`src/rtl/upgrade_spawner_pkg.sv`:
```
// upgrade_pkg: shared types and constants for the speed-upgrade spawner.
//   state_t          - spawner FSM states
//   LFSR_TAPS        - tap mask for the 16-bit Fibonacci LFSR (taps 16,14,13,11)
//   LFSR_DEFAULT_SEED- seed substituted when a zero seed is requested
//   fold_to_range()  - maps a 10-bit raw value into [0, range-1]
package upgrade_pkg;

  typedef enum logic [1:0] {
    ST_IDLE     = 2'd0,
    ST_COOLDOWN = 2'd1,
    ST_ACTIVE   = 2'd2
  } state_t;

  // Bit positions 15,13,12,10 correspond to taps 16,14,13,11.
  localparam logic [15:0] LFSR_TAPS         = 16'hB400;
  localparam logic [15:0] LFSR_DEFAULT_SEED = 16'hACE1;

  // One conditional subtract, then clamp. Not a true modulo: values that
  // still exceed the window after one subtract pile onto the last slot,
  // which is acceptable for pickup placement and keeps the logic shallow.
  function automatic logic [9:0] fold_to_range(input logic [9:0]  raw,
                                               input logic [10:0] range);
    logic [10:0] r;
    r = {1'b0, raw};
    if (r >= range) r = r - range;
    if (r >= range) r = range - 11'd1;
    return r[9:0];
  endfunction

endpackage

```
`src/rtl/upgrade_spawner_if.sv`:
```
// upgrade_spawner_if: pickup bus between the spawner and its neighbours.
//   enable          - game running (to spawner)
//   was_collected   - sticky collected flag from upgrade_speed (to spawner)
//   UpgradeX/Y      - pickup centre position (from spawner)
//   upgrade_visible - pickup drawn / collectable (from spawner)
//   upgrade_hold    - holds upgrade_speed in reset while no pickup is live
//   expired         - one-frame pulse when a pickup times out
//   spawn_count     - saturating spawn counter
interface upgrade_spawner_if;
  logic       enable;
  logic       was_collected;
  logic [9:0] UpgradeX;
  logic [9:0] UpgradeY;
  logic       upgrade_visible;
  logic       upgrade_hold;
  logic       expired;
  logic [7:0] spawn_count;

  modport master (
    input  enable, was_collected,
    output UpgradeX, UpgradeY, upgrade_visible, upgrade_hold, expired, spawn_count
  );

  modport slave (
    output enable, was_collected,
    input  UpgradeX, UpgradeY, upgrade_visible, upgrade_hold, expired, spawn_count
  );
endinterface

```
`src/rtl/upgrade_spawner_lfsr16.sv`:
```
// lfsr16: free-running 16-bit Fibonacci LFSR, advancing on every frame edge.
//   frame_clk - frame clock
//   Reset_n   - asynchronous active-low reset, loads SEED
//   state     - current LFSR value
module lfsr16
  import upgrade_pkg::*;
#(
  parameter logic [15:0] SEED = LFSR_DEFAULT_SEED
) (
  input  logic        frame_clk,
  input  logic        Reset_n,
  output logic [15:0] state
);

  // An all-zero LFSR would lock up, so a zero seed falls back to the default.
  localparam logic [15:0] SEED_EFF = (SEED == 16'h0000) ? LFSR_DEFAULT_SEED : SEED;

  always_ff @(posedge frame_clk or negedge Reset_n) begin
    if (!Reset_n) state <= SEED_EFF;
    else          state <= {state[14:0], ^(state & LFSR_TAPS)};
  end

endmodule

```
`src/rtl/upgrade_spawner.sv`:
```
// upgrade_spawner: places, times and retires the speed-upgrade pickup.
//   frame_clk - frame clock, all state on rising edge
//   Reset_n   - asynchronous active-low reset
//   bus       - upgrade_spawner_if.master: enable/was_collected in;
//               UpgradeX/Y, upgrade_visible, upgrade_hold, expired,
//               spawn_count out (all direct flop outputs)
module upgrade_spawner
  import upgrade_pkg::*;
#(
  parameter int          SPAWN_DELAY = 120,
  parameter int          LIFETIME    = 600,
  parameter int          X_MIN       = 40,
  parameter int          X_MAX       = 599,
  parameter int          Y_MIN       = 40,
  parameter int          Y_MAX       = 439,
  parameter logic [15:0] LFSR_SEED   = 16'hACE1
) (
  input  logic              frame_clk,
  input  logic              Reset_n,
  upgrade_spawner_if.master bus
);

  localparam logic [15:0] DELAY_LOAD = 16'(SPAWN_DELAY - 1);
  localparam logic [15:0] LIFE_LOAD  = 16'(LIFETIME - 1);
  localparam logic        LIFE_FINITE = (LIFETIME != 0);
  localparam logic [10:0] X_RANGE    = 11'(X_MAX - X_MIN + 1);
  localparam logic [10:0] Y_RANGE    = 11'(Y_MAX - Y_MIN + 1);
  localparam logic [9:0]  X_BASE     = 10'(X_MIN);
  localparam logic [9:0]  Y_BASE     = 10'(Y_MIN);

  logic [15:0] lfsr;
  state_t      state;
  logic [15:0] counter;
  logic [9:0]  pos_x;
  logic [9:0]  pos_y;
  logic        visible;
  logic        hold;
  logic        expired_q;
  logic [7:0]  spawn_cnt;

  lfsr16 #(.SEED(LFSR_SEED)) u_lfsr (
    .frame_clk (frame_clk),
    .Reset_n   (Reset_n),
    .state     (lfsr)
  );

  // visible/hold are kept as their own flops (not decoded from state) so
  // that hold, which feeds an async reset downstream, cannot glitch.
  always_ff @(posedge frame_clk or negedge Reset_n) begin
    if (!Reset_n) begin
      state     <= ST_IDLE;
      counter   <= '0;
      pos_x     <= X_BASE;
      pos_y     <= Y_BASE;
      visible   <= 1'b0;
      hold      <= 1'b1;
      expired_q <= 1'b0;
      spawn_cnt <= '0;
    end else begin
      expired_q <= 1'b0;
      if (!bus.enable) begin
        state   <= ST_IDLE;
        counter <= '0;
        visible <= 1'b0;
        hold    <= 1'b1;
      end else begin
        case (state)
          ST_IDLE: begin
            state   <= ST_COOLDOWN;
            counter <= DELAY_LOAD;
          end
          ST_COOLDOWN: begin
            if (counter != '0) begin
              counter <= counter - 16'd1;
            end else begin
              state   <= ST_ACTIVE;
              counter <= LIFE_LOAD;
              pos_x   <= X_BASE + fold_to_range(lfsr[9:0], X_RANGE);
              pos_y   <= Y_BASE + fold_to_range({lfsr[5:0], lfsr[15:12]}, Y_RANGE);
              visible <= 1'b1;
              hold    <= 1'b0;
              if (spawn_cnt != 8'hFF) spawn_cnt <= spawn_cnt + 8'd1;
            end
          end
          ST_ACTIVE: begin
            // Collection outranks expiry on the same edge.
            if (bus.was_collected) begin
              state   <= ST_COOLDOWN;
              counter <= DELAY_LOAD;
              visible <= 1'b0;
              hold    <= 1'b1;
            end else if (LIFE_FINITE && counter == '0) begin
              state     <= ST_COOLDOWN;
              counter   <= DELAY_LOAD;
              visible   <= 1'b0;
              hold      <= 1'b1;
              expired_q <= 1'b1;
            end else if (LIFE_FINITE) begin
              counter <= counter - 16'd1;
            end
          end
          default: begin
            state   <= ST_IDLE;
            counter <= '0;
            visible <= 1'b0;
            hold    <= 1'b1;
          end
        endcase
      end
    end
  end

  assign bus.UpgradeX        = pos_x;
  assign bus.UpgradeY        = pos_y;
  assign bus.upgrade_visible = visible;
  assign bus.upgrade_hold    = hold;
  assign bus.expired         = expired_q;
  assign bus.spawn_count     = spawn_cnt;

endmodule

```
`src/flat_wrapper.sv`:
```
// flat-port wrapper written by rule: the top's interface ports become plain ports
module upgrade_spawner_flat import upgrade_pkg::*;
#(
  parameter int          SPAWN_DELAY = 120,
  parameter int          LIFETIME    = 600,
  parameter int          X_MIN       = 40,
  parameter int          X_MAX       = 599,
  parameter int          Y_MIN       = 40,
  parameter int          Y_MAX       = 439,
  parameter logic [15:0] LFSR_SEED   = 16'hACE1
)
  (frame_clk, Reset_n, bus_enable, bus_was_collected, bus_UpgradeX, bus_UpgradeY, bus_upgrade_visible, bus_upgrade_hold, bus_expired, bus_spawn_count);
  upgrade_spawner_if bus_i ();
  input  logic frame_clk;
  input  logic Reset_n;
  input wire logic [$bits(bus_i.enable)-1:0] bus_enable;
  input wire logic [$bits(bus_i.was_collected)-1:0] bus_was_collected;
  output wire logic [$bits(bus_i.UpgradeX)-1:0] bus_UpgradeX;
  output wire logic [$bits(bus_i.UpgradeY)-1:0] bus_UpgradeY;
  output wire logic [$bits(bus_i.upgrade_visible)-1:0] bus_upgrade_visible;
  output wire logic [$bits(bus_i.upgrade_hold)-1:0] bus_upgrade_hold;
  output wire logic [$bits(bus_i.expired)-1:0] bus_expired;
  output wire logic [$bits(bus_i.spawn_count)-1:0] bus_spawn_count;
  assign bus_i.enable = bus_enable;
  assign bus_i.was_collected = bus_was_collected;
  assign bus_UpgradeX = bus_i.UpgradeX;
  assign bus_UpgradeY = bus_i.UpgradeY;
  assign bus_upgrade_visible = bus_i.upgrade_visible;
  assign bus_upgrade_hold = bus_i.upgrade_hold;
  assign bus_expired = bus_i.expired;
  assign bus_spawn_count = bus_i.spawn_count;
  upgrade_spawner #(.SPAWN_DELAY(SPAWN_DELAY), .LIFETIME(LIFETIME), .X_MIN(X_MIN), .X_MAX(X_MAX), .Y_MIN(Y_MIN), .Y_MAX(Y_MAX), .LFSR_SEED(LFSR_SEED)) u_core (.frame_clk(frame_clk), .Reset_n(Reset_n), .bus(bus_i));
endmodule
```
`config.mk`:
```
export PLATFORM = sky130hd
export DESIGN_NAME = upgrade_spawner_flat
export DESIGN_NICKNAME = d
export VERILOG_FILES = /design/src/rtl/upgrade_spawner_pkg.sv /design/src/rtl/upgrade_spawner_if.sv /design/src/rtl/upgrade_spawner_lfsr16.sv /design/src/rtl/upgrade_spawner.sv /design/src/flat_wrapper.sv
export SDC_FILE = /design/constraint.sdc
export NUM_CORES = 1
export LEC_CHECK = 0
export ABC_AREA = 1
export ABC_CLOCK_PERIOD_IN_PS = 4200
export CORE_ASPECT_RATIO = 0.6
export CORE_MARGIN = 5
export CORE_UTILIZATION = 52
export CTS_CLUSTER_DIAMETER = 60
export CTS_CLUSTER_SIZE = 40
export DETAILED_ROUTE_END_ITERATION = 12
export PLACE_DENSITY = 0.72
export SLEW_MARGIN = 5
export SYNTH_ARGS = -nofsm -noshare
export SYNTH_HDL_FRONTEND = slang
export SYNTH_SLANG_ARGS = --single-unit
```
`constraint.sdc`:
```
create_clock -name frame_clk -period 4.2 [get_ports frame_clk]
set_clock_uncertainty 0.15 [all_clocks]
set_input_delay 0.63 -clock frame_clk [delete_from_list [all_inputs] [get_ports frame_clk]]
set_output_delay 0.63 -clock frame_clk [all_outputs]
set_load 0.05 [all_outputs]
```
# --- Yosys cells after proc, flatten, opt, wreduce, memory -nomap -nowiden ---
# Cells that the tools add are included.
classes:
  bitwise_logic: 1
  eq_ne: 6
  order_cmp: 4
  addsub: 6
  muxes: 40
  n_reduce_logical: 8
op_table:
  columns: ["operator", "n"]
  rows:
  - ["2-to-1 mux 11 bit", 8]
  - ["2-to-1 mux 10 bit", 8]
  - ["2-to-1 mux 16 bit", 4]
  - ["one-hot mux 16 bit (3 select lines)", 1]
  - ["adder 6 x 10 -> 10 bit, first input constant", 2]
  - ["logical NOT 16 bit", 1]
  - ["nonzero test 16 bit", 1]
  - ["parity 16 bit", 1]
  - ["subtractor 16 x 1 -> 16 bit, second input constant", 1]
  - ["2-to-1 mux 1 bit", 12]
  - ["greater-or-equal comparator 11 x 10 -> 1 bit, second input constant", 1]
  - ["greater-or-equal comparator 11 x 9 -> 1 bit, second input constant", 1]
  - ["subtractor 10 x 10 -> 11 bit, second input constant", 1]
  - ["subtractor 10 x 9 -> 11 bit, second input constant", 1]
  - ["greater-or-equal comparator 10 bit, second input constant", 1]
  - ["greater-or-equal comparator 10 x 9 -> 1 bit, second input constant", 1]
  - ["adder 8 x 1 -> 8 bit, second input constant", 1]
  - ["2-to-1 mux 2 bit", 4]
  - ["!= test 8 bit, second input constant", 1]
  - ["one-hot mux 1 bit (3 select lines)", 2]
  - ["one-hot mux 2 bit (3 select lines)", 1]
  - ["AND reduction 3 bit", 2]
  - ["!= test 4 x 3 -> 1 bit, second input constant", 1]
  - ["AND reduction 4 bit", 1]
  - ["other kinds (7)", 7]
word_totals:
  register_bits: 65
  output_inout_bits: 31
  wordCells: 74

# --- Longest topological paths before layout ---
logic_depth:
  ltp_word: 11
  ltp_mapped: 23

# --- Hierarchy ---
# From an unflattened synthesis, not the netlist that was laid out.
unflattened:
  cells_unflattened: 456
  area_unflattened_um2: 3644.7
by_module_without_submodules:
  columns: ["module", "instances", "seq_area_each_um2", "cells_each", "area_per_inst_um2"]
  rows:
  - ["upgrade_spawner", 1, 1232.4, 423, 3163.0]
  - ["lfsr16", 1, 410.4, 33, 481.7]

# --- Least setup slack after synthesis ---
# No wires, ideal clock.
synth_timing:
  kind: "register to register"
  startpoint: "register u_core.u_lfsr.state[5]"
  endpoint: "register u_core.pos_y[7] (netlist: u_core.bus.UpgradeY[7])"
  setup_time_ns: 0.118
  path_stages_with_launch: 21
  period_less_slack_ns: 2.679
  path_buffers: 0
  t_arrival_ns: 2.411
  path_slack_ns: 1.521
  required_time_ns: 3.932
  cell_sequence: "dfstp_2 inv_2 ha_1 nand2_1 inv_1 nand2_1 nor2_8 nor3_1 a21oi_4 nand2_4 inv_2 nand2_2 nand2_2 or2_4 ha_1 inv_1 nand2_1 nand2_1 nand2_1 nand3_1 nand2_1"
synth_between:
  elab_chain_cells: 11
synth_lines:
  columns: ["item", "line_no", "rtl"]
  rows:
  - ["start, declared", "upgrade_spawner_lfsr16.sv:12", "output logic [15:0] state"]
  - ["start signal, assigned", "upgrade_spawner_lfsr16.sv:20", "else state <= {state[14:0], ^(state & LFSR_TAPS)};"]
  - ["subtractor 10 x 9 -> 11 bit / greater-or-equal comparator 10 x 9 -> 1 bit (equally long branches)", "upgrade_spawner_pkg.sv:25", "if (r >= range) r = r - range;"]
  - ["2-to-1 mux 11 bit *", "upgrade_spawner_pkg.sv:25", null]
  - ["2-to-1 mux 11 bit *", "upgrade_spawner.sv:73", "if (counter != '0) begin"]
  - ["2-to-1 mux 11 bit *", "upgrade_spawner.sv:67", "case (state)"]
  - ["2-to-1 mux 11 bit *", "upgrade_spawner.sv:61", "if (!bus.enable) begin"]
  - ["greater-or-equal comparator 11 x 9 -> 1 bit", "upgrade_spawner_pkg.sv:26", "if (r >= range) r = range - 11'd1;"]
  - ["2-to-1 mux 10 bit *", "upgrade_spawner_pkg.sv:26", null]
  - ["2-to-1 mux 10 bit *", "upgrade_spawner.sv:73", null]
  - ["2-to-1 mux 10 bit *", "upgrade_spawner.sv:67", null]
  - ["2-to-1 mux 10 bit *", "upgrade_spawner.sv:61", null]
  - ["adder 6 x 10 -> 10 bit *", "upgrade_spawner.sv:79", "pos_y <= Y_BASE + fold_to_range({lfsr[5:0], lfsr[15:12]}, Y_RANGE);"]
  - ["end signal, assigned", "upgrade_spawner.sv:79", null]
  - ["end, declared", "upgrade_spawner.sv:35", "logic [9:0] pos_y;"]
# Every way passes the cells marked *; elsewhere a longest branch is shown, timed or not. The select of a mux whose other input is x is not followed.
# A chain may end at the register's enable or synchronous reset.

# --- Worst setup path after layout ---
# Ends and elaborated chain as after synthesis.

==> run metrics <==
number of filler cells placed in the layout 579; Setup WS pre-CTS around 1.3 ns; worst skew pair latency ~0.33 ns; Core Box Area about 6700 um2; Sum Neg Setup Slack 0 ns; status completed; Post-Syn Area between 3000 and 4000 um2; row count 23; fmax between 300 and 400 MHz; Yosys warnings 0; hold slack between 0.2 and 0.25 ns; vias in the first global route between 2000 and 3000; Die Width about 120 um; Num CTS Buffers 9; overall global routing resource usage 20.27%; Nets 492; register area share after synthesis a little under half; VDD IR max roughly 0.48 mV; Crit path required time about 4.3 ns; Tot Pwr between 2 and 2.5 mW; share of cells above drive strength 1 between 15 and 20%; DP HPWL between 5000 and 6000 um; Cell variety after synth 38; DRC viols 0; DP Cell Count approximately 550; clock sink total 65; CP endpoint kind register; number of stages on the worst hold path 0; Final period util about 69%; Area Growth Syn to Fin 20.02%; I/O pin cnt 35; first-pass GRT wire length between 10000 and 15000 um; initial antenna violation count 0; most instantiated library cell after synthesis nand2_1; Mean Syn Cell Area 8.223 um2; Resize count post-CTS 0; CTS tree built; cts hold-fix bufs 0; ys async rst share 100.0%; Final Hold Viols 0; post-route cell area 4313 um2; drt initial violations 222; Initial Utilization about 54%; Die ar. approximately 8700 um2; H-tree levels 3; antenna-violating nets left 0; #FFs+latches synth 65; crit path DAT slightly below 3 ns; cells on worst reg2reg path 20; Die Y between 70 and 80 um; fin worst setup slack approximately 1.3 ns; postcts setup bufs 0; # diodes 0; Final Max Tran Viols 0; syn_nets roughly 450; gpl congestion 0.8789; total global routing overflow 0; WL/cell between 10 and 15 um; minimum clock period 2.891 ns; Worst Path Class, Setup reg2reg; Via-to-Cell Ratio 5.126; pwr dens 493.8 nW/um2; placed inst area about 4000 um2; final setup violating endpoints 0; worst slew pin tran around 0.92 ns; post-synthesis instance total approximately 440; Max Cap Viol 0; startpoint types register; vias post-DR 2922; Rel. slew slack about two fifths; area leader, netlist dfrtp_1; Area contributors post-synth dfrtp_1, dfstp_2, nand2_1; Pre-Repair DR Iteration Count 5; Final Util between 60% and 70%; Primary FF master, synth dfrtp_1; commonest cells in the netlist nand2_1, inv_1, dfrtp_1; root buf cell clkbuf_16; IO Port Bufs 34; EDFF count, synth 0; static leakage about 2.2 nW; Cell Count, Final, Fillers Out 570; RSZ-0062 raised after global routing false; CTS Buffer Depth 2; crit path max fanout 8; Clock transition at path regs approximately 0.060 ns; Synth top area share a little over a third; largest net degree at the start of global routing between 40 and 50; final wirelength around 7800 um; worst min path class reg2reg
[logic make-up (layout without fill, tap and decap cells)]
kind of cell,after synthesis,in the layout,share of synthesized area (%)
buffers and inverters,77,123,8.426
and+or+nand+nor,224,224,30.36
adders and majority gates,10,10,3.482
AOI/OAI and AO/OA,38,38,6.198
DFF,65,65,45.72
xor gates and xnor gates,23,23,5.815
[area by class of cell]
cell class	count	area, um2	area share, %
inverters	72	272.8	6.324
well taps	87	108.9	2.524
clock buffers	11	242.7	5.628
repair buffers	35	342.8	7.949
clock inverters	5	55.05	1.276
multi-input cells	295	1648	38.21
flip-flops and latches	65	1643	38.09
[final timing paths]
| check | from | to | slack, ns |
|---|---|---|---|
| min | u_core.u_lfsr.state[10] | u_core.u_lfsr.state[11] | 0.22 |
| max | u_core.u_lfsr.state[5] | u_core.bus.UpgradeY[7] | 1.31 |
| min in group asynchronous | Reset_n | u_core.counter[1] | 0.28 |
| max in group asynchronous | Reset_n | u_core.u_lfsr.state[15] | 2.70 |
| min reg2reg | u_core.u_lfsr.state[10] | u_core.u_lfsr.state[11] | 0.22 |
| max reg2reg | u_core.u_lfsr.state[5] | u_core.bus.UpgradeY[7] | 1.31 |
[sequential cells by signal (all words and copies together), names as in the netlist]
signal,count
u_core.bus.spawn_count,8
u_core.bus.UpgradeY,10
u_core.bus.UpgradeX,10
u_core.u_lfsr.state,16
u_core.bus.expired,1
u_core.state,2
u_core.bus.upgrade_hold,1
u_core.counter,16
u_core.bus.upgrade_visible,1
[cell usage in the layout (no fill, tap or decap), types with 3 or more instances in the layout]
cell type / count
nor3_2: 3
inv_1: 54
nand3_1: 36
nand3_2: 3
clkdlybuf4s50_1: 33
clkbuf_16: 9
dfrtp_1: 52
nand2_2: 12
nand4_1: 8
xnor2_1: 8
nor3_1: 4
ha_1: 10
xor2_1: 14
nor2_8: 3
dfstp_2: 13
a21oi_1: 8
o21ai_1: 13
nor2_1: 47
nand2_1: 90
o21ai_0: 7
inv_2: 16
a31oi_1: 4
nor2_2: 11
[routing by layer]
layer | vias to the layer above | track usage (%) | wire length [um]
met1 | 1365 | 30.62 | 4104
met5 | - | 0 | 0
met2 | 75 | 27.76 | 3091
met4 | 0 | 7.079 | 121
met3 | 15 | 5.623 | 527
li1 | 1467 | - | -
[worst max-delay path: stages, from the launching register on]
cell and delay [ns]:
dfstp_2 0.61, inv_2 0.07, ha_1 0.19, nand2_1 0.06, inv_1 0.03, nand2_1 0.14
nor2_8 0.07, nor2_8 0.15, inv_4 0.07, o21ai_1 0.18, nand3_1 0.12, nand2_2 0.07
nand2_2 0.07, or2_4 0.25, ha_1 0.19, inv_1 0.07, nand2_1 0.09, nand2_1 0.06
nand2_1 0.04, nand3_1 0.06, nand2_1 0.05
[power breakdown]
| group | internal, mW | switching, mW | total, mW |
|---|---|---|---|
| combinational | 0.192 | 0.414 | 0.606 |
| clock | 0.473 | 0.264 | 0.737 |
| sequential | 0.727 | 0.0594 | 0.787 |
(Power assumes the default switching activity.)
